### config.mk
export PLATFORM = sky130hd
export DESIGN_NAME = fir_ctrl_flat
export DESIGN_NICKNAME = d
export VERILOG_FILES = /design/src/rtl/fir_ctrl_if.sv /design/src/rtl/fir_ctrl.sv /design/src/flat_wrapper.sv
export SDC_FILE = /design/constraint.sdc
export NUM_CORES = 1
export LEC_CHECK = 0
export BUFFER_PORTS_ARGS = -buffer_cell sky130_fd_sc_hd__buf_2
export CORE_ASPECT_RATIO = 0.6
export CORE_MARGIN = 1
export CORE_UTILIZATION = 55
export CTS_BUF_LIST = sky130_fd_sc_hd__clkbuf_8
export DETAILED_ROUTE_END_ITERATION = 8
export PLACE_DENSITY = 0.77
export SLEW_MARGIN = 20
export SYNTH_ARGS = -nofsm -noshare
export SYNTH_HDL_FRONTEND = slang
export SYNTH_SLANG_ARGS = --single-unit
### constraint.sdc
create_clock -name axis_clk -period 3.5 [get_ports axis_clk]
set_input_delay 0.35 -clock axis_clk [delete_from_list [all_inputs] [get_ports axis_clk]]
set_output_delay 0.35 -clock axis_clk [all_outputs]
set_load 0.01 [all_outputs]
### src/rtl/fir_ctrl_if.sv
// fir_ctrl_if: control, stream and BRAM-sequencing signals between fir_ctrl and its neighbours
interface fir_ctrl_if #(
    parameter int pADDR_WIDTH = 12,
    parameter int pLEN_WIDTH  = 32
);
    logic                   ap_start_set;
    logic                   ap_ctrl_rd;
    logic [pLEN_WIDTH-1:0]  data_length;
    logic                   ap_start;
    logic                   ap_done;
    logic                   ap_idle;
    logic                   err_tlast;
    logic                   tap_own;
    logic                   ss_tvalid;
    logic                   ss_tlast;
    logic                   ss_tready;
    logic                   sm_tvalid;
    logic                   sm_tready;
    logic                   sm_tlast;
    logic                   ram_en;
    logic                   data_we;
    logic                   data_clr;
    logic [pADDR_WIDTH-1:0] tap_addr;
    logic [pADDR_WIDTH-1:0] data_addr;
    logic                   mac_clr;
    logic                   mac_en;

    modport master (
        input  ap_start_set, ap_ctrl_rd, data_length, ss_tvalid, ss_tlast, sm_tready,
        output ap_start, ap_done, ap_idle, err_tlast, tap_own, ss_tready, sm_tvalid, sm_tlast,
               ram_en, data_we, data_clr, tap_addr, data_addr, mac_clr, mac_en
    );

    modport slave (
        output ap_start_set, ap_ctrl_rd, data_length, ss_tvalid, ss_tlast, sm_tready,
        input  ap_start, ap_done, ap_idle, err_tlast, tap_own, ss_tready, sm_tvalid, sm_tlast,
               ram_en, data_we, data_clr, tap_addr, data_addr, mac_clr, mac_en
    );
endinterface

### src/rtl/fir_ctrl.sv
// fir_ctrl: FIR sequencing controller -- ap handshake, circular-buffer pointer, BRAM addressing, MAC strobes
module fir_ctrl #(
    parameter int pADDR_WIDTH = 12,
    parameter int Tape_Num    = 11,
    parameter int pLEN_WIDTH  = 32
) (
    input logic        axis_clk,
    input logic        axis_rst,
    fir_ctrl_if.master bus
);
    localparam int IW = $clog2(Tape_Num);
    localparam logic [IW-1:0] LAST = IW'(Tape_Num - 1);

    typedef enum logic [2:0] {IDLE, CLEAR, WAIT_IN, MAC, FLUSH, OUT, DONE} state_t;

    state_t                state_q;
    logic [IW-1:0]         ptr_q, k_q, k_d, dat_idx;
    logic [pLEN_WIDTH-1:0] cnt_q, cnt_d;
    logic                  ap_start_q, ap_done_q, ap_idle_q, err_q, mac_en_q, mac_clr_q;
    logic                  take, last, to_done, start_ok;

    assign take     = state_q == WAIT_IN && bus.ss_tvalid;
    assign last     = cnt_q == bus.data_length;
    assign cnt_d    = cnt_q + pLEN_WIDTH'(1);
    assign k_d      = k_q == LAST ? '0 : k_q + IW'(1);
    assign start_ok = state_q == IDLE && !ap_start_q && bus.ap_start_set;
    assign to_done  = (state_q == CLEAR && k_q == LAST && bus.data_length == '0) ||
                      (state_q == OUT && bus.sm_tready && last);
    // newest sample sits at ptr; tap k pairs with the sample k steps older
    assign dat_idx  = state_q == CLEAR ? k_q :
                      state_q == MAC   ? (ptr_q >= k_q ? ptr_q - k_q : ptr_q + (LAST - k_q) + IW'(1)) :
                      ptr_q;

    always_ff @(posedge axis_clk) begin
        if (axis_rst) begin
            state_q    <= IDLE;
            ptr_q      <= '0;
            k_q        <= '0;
            cnt_q      <= '0;
            ap_start_q <= 1'b0;
            ap_done_q  <= 1'b0;
            ap_idle_q  <= 1'b1;
            err_q      <= 1'b0;
            mac_en_q   <= 1'b0;
            mac_clr_q  <= 1'b0;
        end else begin
            mac_en_q  <= state_q == MAC;
            mac_clr_q <= state_q == MAC && k_q == '0;
            ap_done_q <= to_done ? 1'b1 : (bus.ap_ctrl_rd || start_ok) ? 1'b0 : ap_done_q;
            if (to_done) ap_idle_q <= 1'b1;
            case (state_q)
                IDLE: begin
                    if (ap_start_q) begin
                        ap_start_q <= 1'b0;
                        ap_idle_q  <= 1'b0;
                        ptr_q      <= '0;
                        cnt_q      <= '0;
                        k_q        <= '0;
                        state_q    <= CLEAR;
                    end else if (bus.ap_start_set) begin
                        ap_start_q <= 1'b1;
                        err_q      <= 1'b0;
                    end
                end
                CLEAR: begin
                    k_q <= k_d;
                    if (k_q == LAST) state_q <= bus.data_length == '0 ? DONE : WAIT_IN;
                end
                WAIT_IN: if (bus.ss_tvalid) begin
                    cnt_q   <= cnt_d;
                    k_q     <= '0;
                    state_q <= MAC;
                    if (bus.ss_tlast && cnt_d < bus.data_length) err_q <= 1'b1;
                end
                MAC: begin
                    k_q <= k_d;
                    if (k_q == LAST) state_q <= FLUSH;
                end
                FLUSH: state_q <= OUT;
                OUT: if (bus.sm_tready) begin
                    ptr_q   <= ptr_q == LAST ? '0 : ptr_q + IW'(1);
                    state_q <= last ? DONE : WAIT_IN;
                end
                default: state_q <= IDLE;
            endcase
        end
    end

    assign bus.ap_start  = ap_start_q;
    assign bus.ap_done   = ap_done_q;
    assign bus.ap_idle   = ap_idle_q;
    assign bus.err_tlast = err_q;
    assign bus.mac_en    = mac_en_q;
    assign bus.mac_clr   = mac_clr_q;
    assign bus.tap_own   = state_q != IDLE;
    assign bus.ss_tready = state_q == WAIT_IN;
    assign bus.sm_tvalid = state_q == OUT;
    assign bus.sm_tlast  = state_q == OUT && last;
    assign bus.ram_en    = state_q == CLEAR || state_q == MAC || take;
    assign bus.data_we   = state_q == CLEAR || take;
    assign bus.data_clr  = state_q == CLEAR;
    assign bus.tap_addr  = state_q == MAC ? pADDR_WIDTH'({k_q, 2'b00}) : '0;
    assign bus.data_addr = pADDR_WIDTH'({dat_idx, 2'b00});
endmodule

### src/flat_wrapper.sv
// flat-port wrapper written by rule: the top's interface ports become plain ports
module fir_ctrl_flat 
#(
    parameter int pADDR_WIDTH = 12,
    parameter int Tape_Num    = 11,
    parameter int pLEN_WIDTH  = 32
)
  (axis_clk, axis_rst, bus_ap_start_set, bus_ap_ctrl_rd, bus_data_length, bus_ss_tvalid, bus_ss_tlast, bus_sm_tready, bus_ap_start, bus_ap_done, bus_ap_idle, bus_err_tlast, bus_tap_own, bus_ss_tready, bus_sm_tvalid, bus_sm_tlast, bus_ram_en, bus_data_we, bus_data_clr, bus_tap_addr, bus_data_addr, bus_mac_clr, bus_mac_en);
  fir_ctrl_if #(.pADDR_WIDTH(pADDR_WIDTH), .pLEN_WIDTH(pLEN_WIDTH)) bus_i ();
  input logic axis_clk;
  input logic axis_rst;
  input wire logic [$bits(bus_i.ap_start_set)-1:0] bus_ap_start_set;
  input wire logic [$bits(bus_i.ap_ctrl_rd)-1:0] bus_ap_ctrl_rd;
  input wire logic [$bits(bus_i.data_length)-1:0] bus_data_length;
  input wire logic [$bits(bus_i.ss_tvalid)-1:0] bus_ss_tvalid;
  input wire logic [$bits(bus_i.ss_tlast)-1:0] bus_ss_tlast;
  input wire logic [$bits(bus_i.sm_tready)-1:0] bus_sm_tready;
  output wire logic [$bits(bus_i.ap_start)-1:0] bus_ap_start;
  output wire logic [$bits(bus_i.ap_done)-1:0] bus_ap_done;
  output wire logic [$bits(bus_i.ap_idle)-1:0] bus_ap_idle;
  output wire logic [$bits(bus_i.err_tlast)-1:0] bus_err_tlast;
  output wire logic [$bits(bus_i.tap_own)-1:0] bus_tap_own;
  output wire logic [$bits(bus_i.ss_tready)-1:0] bus_ss_tready;
  output wire logic [$bits(bus_i.sm_tvalid)-1:0] bus_sm_tvalid;
  output wire logic [$bits(bus_i.sm_tlast)-1:0] bus_sm_tlast;
  output wire logic [$bits(bus_i.ram_en)-1:0] bus_ram_en;
  output wire logic [$bits(bus_i.data_we)-1:0] bus_data_we;
  output wire logic [$bits(bus_i.data_clr)-1:0] bus_data_clr;
  output wire logic [$bits(bus_i.tap_addr)-1:0] bus_tap_addr;
  output wire logic [$bits(bus_i.data_addr)-1:0] bus_data_addr;
  output wire logic [$bits(bus_i.mac_clr)-1:0] bus_mac_clr;
  output wire logic [$bits(bus_i.mac_en)-1:0] bus_mac_en;
  assign bus_i.ap_start_set = bus_ap_start_set;
  assign bus_i.ap_ctrl_rd = bus_ap_ctrl_rd;
  assign bus_i.data_length = bus_data_length;
  assign bus_i.ss_tvalid = bus_ss_tvalid;
  assign bus_i.ss_tlast = bus_ss_tlast;
  assign bus_i.sm_tready = bus_sm_tready;
  assign bus_ap_start = bus_i.ap_start;
  assign bus_ap_done = bus_i.ap_done;
  assign bus_ap_idle = bus_i.ap_idle;
  assign bus_err_tlast = bus_i.err_tlast;
  assign bus_tap_own = bus_i.tap_own;
  assign bus_ss_tready = bus_i.ss_tready;
  assign bus_sm_tvalid = bus_i.sm_tvalid;
  assign bus_sm_tlast = bus_i.sm_tlast;
  assign bus_ram_en = bus_i.ram_en;
  assign bus_data_we = bus_i.data_we;
  assign bus_data_clr = bus_i.data_clr;
  assign bus_tap_addr = bus_i.tap_addr;
  assign bus_data_addr = bus_i.data_addr;
  assign bus_mac_clr = bus_i.mac_clr;
  assign bus_mac_en = bus_i.mac_en;
  fir_ctrl #(.pADDR_WIDTH(pADDR_WIDTH), .Tape_Num(Tape_Num), .pLEN_WIDTH(pLEN_WIDTH)) u_core (.axis_clk(axis_clk), .axis_rst(axis_rst), .bus(bus_i));
endmodule
=== Yosys cells after proc, flatten, opt, wreduce, memory -nomap -nowiden ===
Index checks and enable logic that the tools add are counted.

* Bits in registers: 49
* Bits in latches: 0
* Memory bits (writable): 0
* ROM bits: 0
* Output and inout port bits: 37
* Memories: 0

* Add/sub/neg operators: 7
* $mul: 0
* Divide/modulo/power cells: 0
* Magnitude comparators: 2
* Equal/unequal tests: 16
* Shifts and indexed selects: 0
* Muxes and demuxes: 34
* Bitwise operators: 0
* Reduce and logical (&&, ||, !) cells: 30

{| class="wikitable"
|+ Operators by type and width
! cell !! count
|-
| 32-bit two-way mux || 2
|-
| 32-bit one-hot mux with 2 select lines || 1
|-
| 32-bit by 1-bit adder with 32-bit output, second input constant || 1
|-
| 32-bit equality test || 1
|-
| 32-bit zero test || 1
|-
| 32-bit < comparator || 1
|-
| 4-bit two-way mux || 8
|-
| 3-bit two-way mux || 7
|-
| 3-bit one-hot mux with 6 select lines || 1
|-
| 4-bit by 1-bit adder with 4-bit output, second input constant || 3
|-
| 4-bit one-hot mux with 3 select lines || 1
|-
| 1-bit two-way mux || 11
|-
| 1-bit logical AND || 10
|-
| 5-bit AND reduction || 2
|-
| 3-bit AND reduction || 3
|-
| 4-bit equality test, second input constant || 2
|-
| 2-bit by 1-bit inequality test with 1-bit output, second input constant || 4
|-
| 2-bit inequality test, second input constant || 4
|-
| 4-bit one-hot mux with 2 select lines || 1
|-
| 3-bit by 2-bit equality test with 1-bit output, second input constant || 2
|-
| 3-bit equality test, second input constant || 2
|-
| 6-bit two-way mux || 1
|-
| 2-bit nonzero test || 3
|-
| 3-bit nonzero test || 2
|-
| 11 further kinds || 15
|}

=== Logic depth before layout (Yosys ltp) ===
* Word-level depth: 7
* Depth in mapped cells: 14

=== Worst setup path before layout ===
Ideal clock, no wire load.

* Path kind: reg2reg
* Start: register u_core.cnt_q[0]
* End: register u_core.err_q, in the netlist u_core.bus.err_tlast
* Library setup time: 0.126 ns
* Data arrival time: 2.762 ns
* Data required time: 3.374 ns
* Setup slack: 0.612 ns
* Cell stages (with the launch flop): 13
* Clock period less this slack: 2.888 ns
* Path through: dfxtp_1 -> ha_1 -> nand2_1 -> or4_1 -> buf_2 -> xnor2_1 -> ha_1 -> nand4_1 -> or3_1 -> a21oi_1 -> nor4b_1 -> o41ai_1 -> a21oi_1

* Cells in the longest elaborated chain, start to end: 5

{| class="wikitable"
|+ Ends and longest elaborated chain
! item !! line !! source
|-
| start, declared || fir_ctrl.sv:18 || <nowiki>logic [pLEN_WIDTH-1:0] cnt_q, cnt_d;</nowiki>
|-
| start signal, assigned || fir_ctrl.sv:70 || <nowiki>cnt_q <= cnt_d;</nowiki>
|-
| 32-bit by 1-bit adder with 32-bit output || fir_ctrl.sv:24 || <nowiki>assign cnt_d = cnt_q + pLEN_WIDTH'(1);</nowiki>
|-
| 32-bit < comparator || fir_ctrl.sv:73 || <nowiki>if (bus.ss_tlast && cnt_d < bus.data_length) err_q <= 1'b1;</nowiki>
|-
| 1-bit logical AND || fir_ctrl.sv:73 ||
|-
| 2-bit by 1-bit inequality test with 1-bit output (no source line) || - ||
|-
| 5-bit AND reduction (no source line) || - ||
|-
| end signal, assigned || fir_ctrl.sv:43 || <nowiki>err_q <= 1'b0;</nowiki>
|-
| end signal, assigned || fir_ctrl.sv:62 || <nowiki>err_q <= 1'b0;</nowiki>
|-
| end signal, assigned || fir_ctrl.sv:73 ||
|-
| end, declared || fir_ctrl.sv:19 || <nowiki>logic ap_start_q, ap_done_q, ap_idle_q, err_q, mac_en_q, mac_clr_q;</nowiki>
|}

No other way between the ends.
A chain may end at the register's enable or synchronous reset.

=== Worst setup path in the final report ===
* Start: register u_core.cnt_q[8]
* End: register u_core.err_q, in the netlist u_core.bus.err_tlast

The elaborated chain is that of the path after synthesis.

==> results.txt <==
Number of DRC markers in iteration 0 - 578
Core area - 7950 sq um
Multi-input logic area - 3190 sq um
Post-synthesis register bit count - 49
Htree depth - 2
CTS tree - done
Ant. Diodes - 0
Slew at the pin closest to its max-slew limit - 691 ps
Final WL - 13.0 mm
Total gr overflow - 0
FF+latch area - 982 sq um
Critical path's largest stage delay - 600 ps
Critical path endpoint category - register
Reg2Reg Setup Slack - 230 ps
Antenna violations before repair - 0
Top Ports - 76
ANT nets after route - 0
Pre-antenna DRT Iters - 5
Largest net degree at the start of global routing - 30
CTS sink cnt - 49
Number of fill cells - 703
Async set-reset flop share out of synthesis - 0%
Placed cell area - 4850 sq um
Crit path depth - 12
Main synth FF type - dfxtp_1
Max Clk Rate - 0.306 GHz
Critical Path RT - 3760 ps
Status - finished clean
P&R area growth vs syn - 8.98%
Post-route setup slack - 229 ps
Gr usage total - 30.9%
Crit path DAT - 3530 ps
CTS max path bufs - 2
Post-Syn Instances - 587
Post-synthesis sequential area ratio - 21.5%
Cell Pwr Density - 367 nW/um^2
FF-to-FF path depth - 12
Hold Crit Depth - 3
# setup viols final - 0
Cells along the critical path - nand4_2 -> or4_1 -> buf_4 -> nor2_4 -> nand2_1 -> xnor2_1 -> ha_1 -> a21oi_1 -> nand2_1 -> a2111oi_1 -> o21ai_1 -> a21oi_1
Vias per cell - 5.94
I/O Buffers - 59
# DRC - 0
Dpl ws - 298 ps
Die X-Extent - 120 um
First-pass GRT wire length - 20.9 mm
Post-layout min period - 3270 ps
Gpl congestion - 0.979
Worst Setup Start Kind - register
Worst-Skew Late Latency - 330 ps
Vias - 4405
Commonest non-fill, non-tap cells in the layout - nand2_1 (59), buf_2 (59), dfxtp_1 (48)
Slowest cell on crit path - or4_1
Delay-heaviest family, CP - simple AND/OR/NAND/NOR gates
CTS-repair resized insts - 0
Worst path bufs/invs - 1
Ranking of synthesized cells by area - dfxtp_1 (21%), ha_1 (12%), xor2_1 (8.6%)
Vias in the first global route - 4199
Min-delay worst type - in -> reg
Share of layout cells above drive strength 1 - 15.6%
Period Utilization, post-route - 93.4%
Dpl hpwl - 10.3 mm
Dominant cell type by area after synthesis - dfxtp_1
Maxcap violations - 0
Fin area - 4980 sq um
Clock transition at the registers of the reported paths - 100 ps
Max_slew headroom - 53.8%
Initial core utilization - 57.5%
Mapped Area - 4570 sq um
# hold bufs at CTS - 0
Nets@finish - 719
WL/cell - 17.6 um
Chip height - 72.6 um
Die ar. - 8690 sq um
Final core occ - 62.7%
Final Skew - 7.59 ps
Synth warn - 0
Syn Area/Cell - 7.78 sq um
Synth unique cells - 62
Leak pwr - 2.37 nW
TritonCTS Buffers - 5
Root Driver - clkbuf_8
Crit Path Class - reg -> reg
Post-CTS Setup Bufs - 0
Max Fanout on Critical Path - 6
Area share of the largest cell type after synthesis - 21.5%
Final hold violation count - 0
Max-slew violations - 0
Worst IR Drop VDD - 0.000155 V
Row count - 25
EDFF count, synth - 0
==> where the power goes <==
group	internal (W)	switching (W)	total, W
registers	0.000592	0.0000704	0.000663
clock network	0.000233	0.000223	0.000456
logic	0.000260	0.000448	0.000708
total	0.00109	0.000741	0.00183
==> cell usage after synthesis (3+ instances only) <==
cell type and number:
nor2b_1 3, nor2_1 37, a21oi_1 30, buf_6 4, nor4_2 4, nand4_1 17, nor3_1 16, buf_2 12
clkbuf_1 14, nand2b_1 5, fa_1 3, a21o_1 5, dfxtp_1 49, xor2_1 45, inv_1 45, nand2_1 59
nor4_1 13, and3_1 7, a22oi_1 5, or3_1 6, ha_1 45, xnor2_1 25, a22o_1 5, a31oi_1 12
buf_4 17, o21ai_0 21, o21ai_1 10, nand3b_1 3, and4_1 5, a211oi_1 7, mux2i_1 5, nand3_1 16
==> final timing paths <==
| path | start | end |
|---|---|---|
| worst min register to register | u_core.bus.ap_idle | u_core.bus.ap_idle |
| worst min-delay path | bus_ap_ctrl_rd | u_core.bus.ap_done |
| worst max-delay path | u_core.cnt_q[8] | u_core.bus.err_tlast |
| worst max register to register | u_core.cnt_q[8] | u_core.bus.err_tlast |
==> layout make-up <==
class	instances	share of cell area (%)
clock buffers	6	1.66
multi-input cells	461	64.2
clock inverters	2	0.754
repair buffers	70	7.59
flip-flops and latches	49	19.7
inverters	45	3.39
well taps	108	2.71
==> flip-flops by register name, summed over array words and instances, names as in the netlist, 3 cells and up <==
register / cells
u_core.cnt_q: 32
u_core.k_q: 4
u_core.ptr_q: 4
u_core.state_q: 3
==> metrics by stage <==
stage / total power, W / hold slack, ps / std cells / setup TNS, ps
4_1_cts: 0.00181 / 297 / 741 / 0
3_3_place_gp: 0.00134 / 479 / 733 / 0
5_1_grt: 0.00193 / 291 / 741 / -16.4
3_5_place_dp: 0.00136 / 501 / 733 / 0
2_1_floorplan: 0.00116 / 473 / 602 / 0
6_report: 0.00183 / 298 / 741 / 0
==> per-layer routing <==
layer | wire (um) | track usage, % | part of all wire (%) | vias up
li1 | - | - | - | 2103
met1 | 6100 | 44.3 | 47 | 2051
met2 | 5530 | 47.3 | 42 | 233
met3 | 1260 | 6.48 | 9.7 | 18
met4 | 129 | 8.19 | 0.99 | 0
met5 | 0 | 0 | 0 | -
==> worst reg2reg max path: cells and delay by family (launching register included) <==
| kind | cells | cell delay, ps |
|---|---|---|
| and+or+nand+nor | 5 | 1150 |
| xor gates and xnor gates | 1 | 150 |
| adders and majority gates | 1 | 310 |
| buffers and inverters | 1 | 220 |
| DFF | 1 | 470 |
| AOI/OAI and AO/OA | 4 | 900 |
==> kinds of logic (layout without fill, tap and decap cells) <==
| logic type | after synthesis | in the layout | synth area share [%] |
|---|---|---|---|
| compound gates | 112 | 112 | 15.4 |
| xor+xnor | 70 | 70 | 13.4 |
| fa+ha+maj | 48 | 48 | 13.6 |
| buf+inv | 92 | 123 | 9.94 |
| flops | 49 | 49 | 21.5 |
| mux | 6 | 6 | 1.34 |
| other cells | 1 | 16 | 0.0821 |
| simple gates | 209 | 209 | 24.7 |
Note: power is estimated with default switching activity, not from simulation.
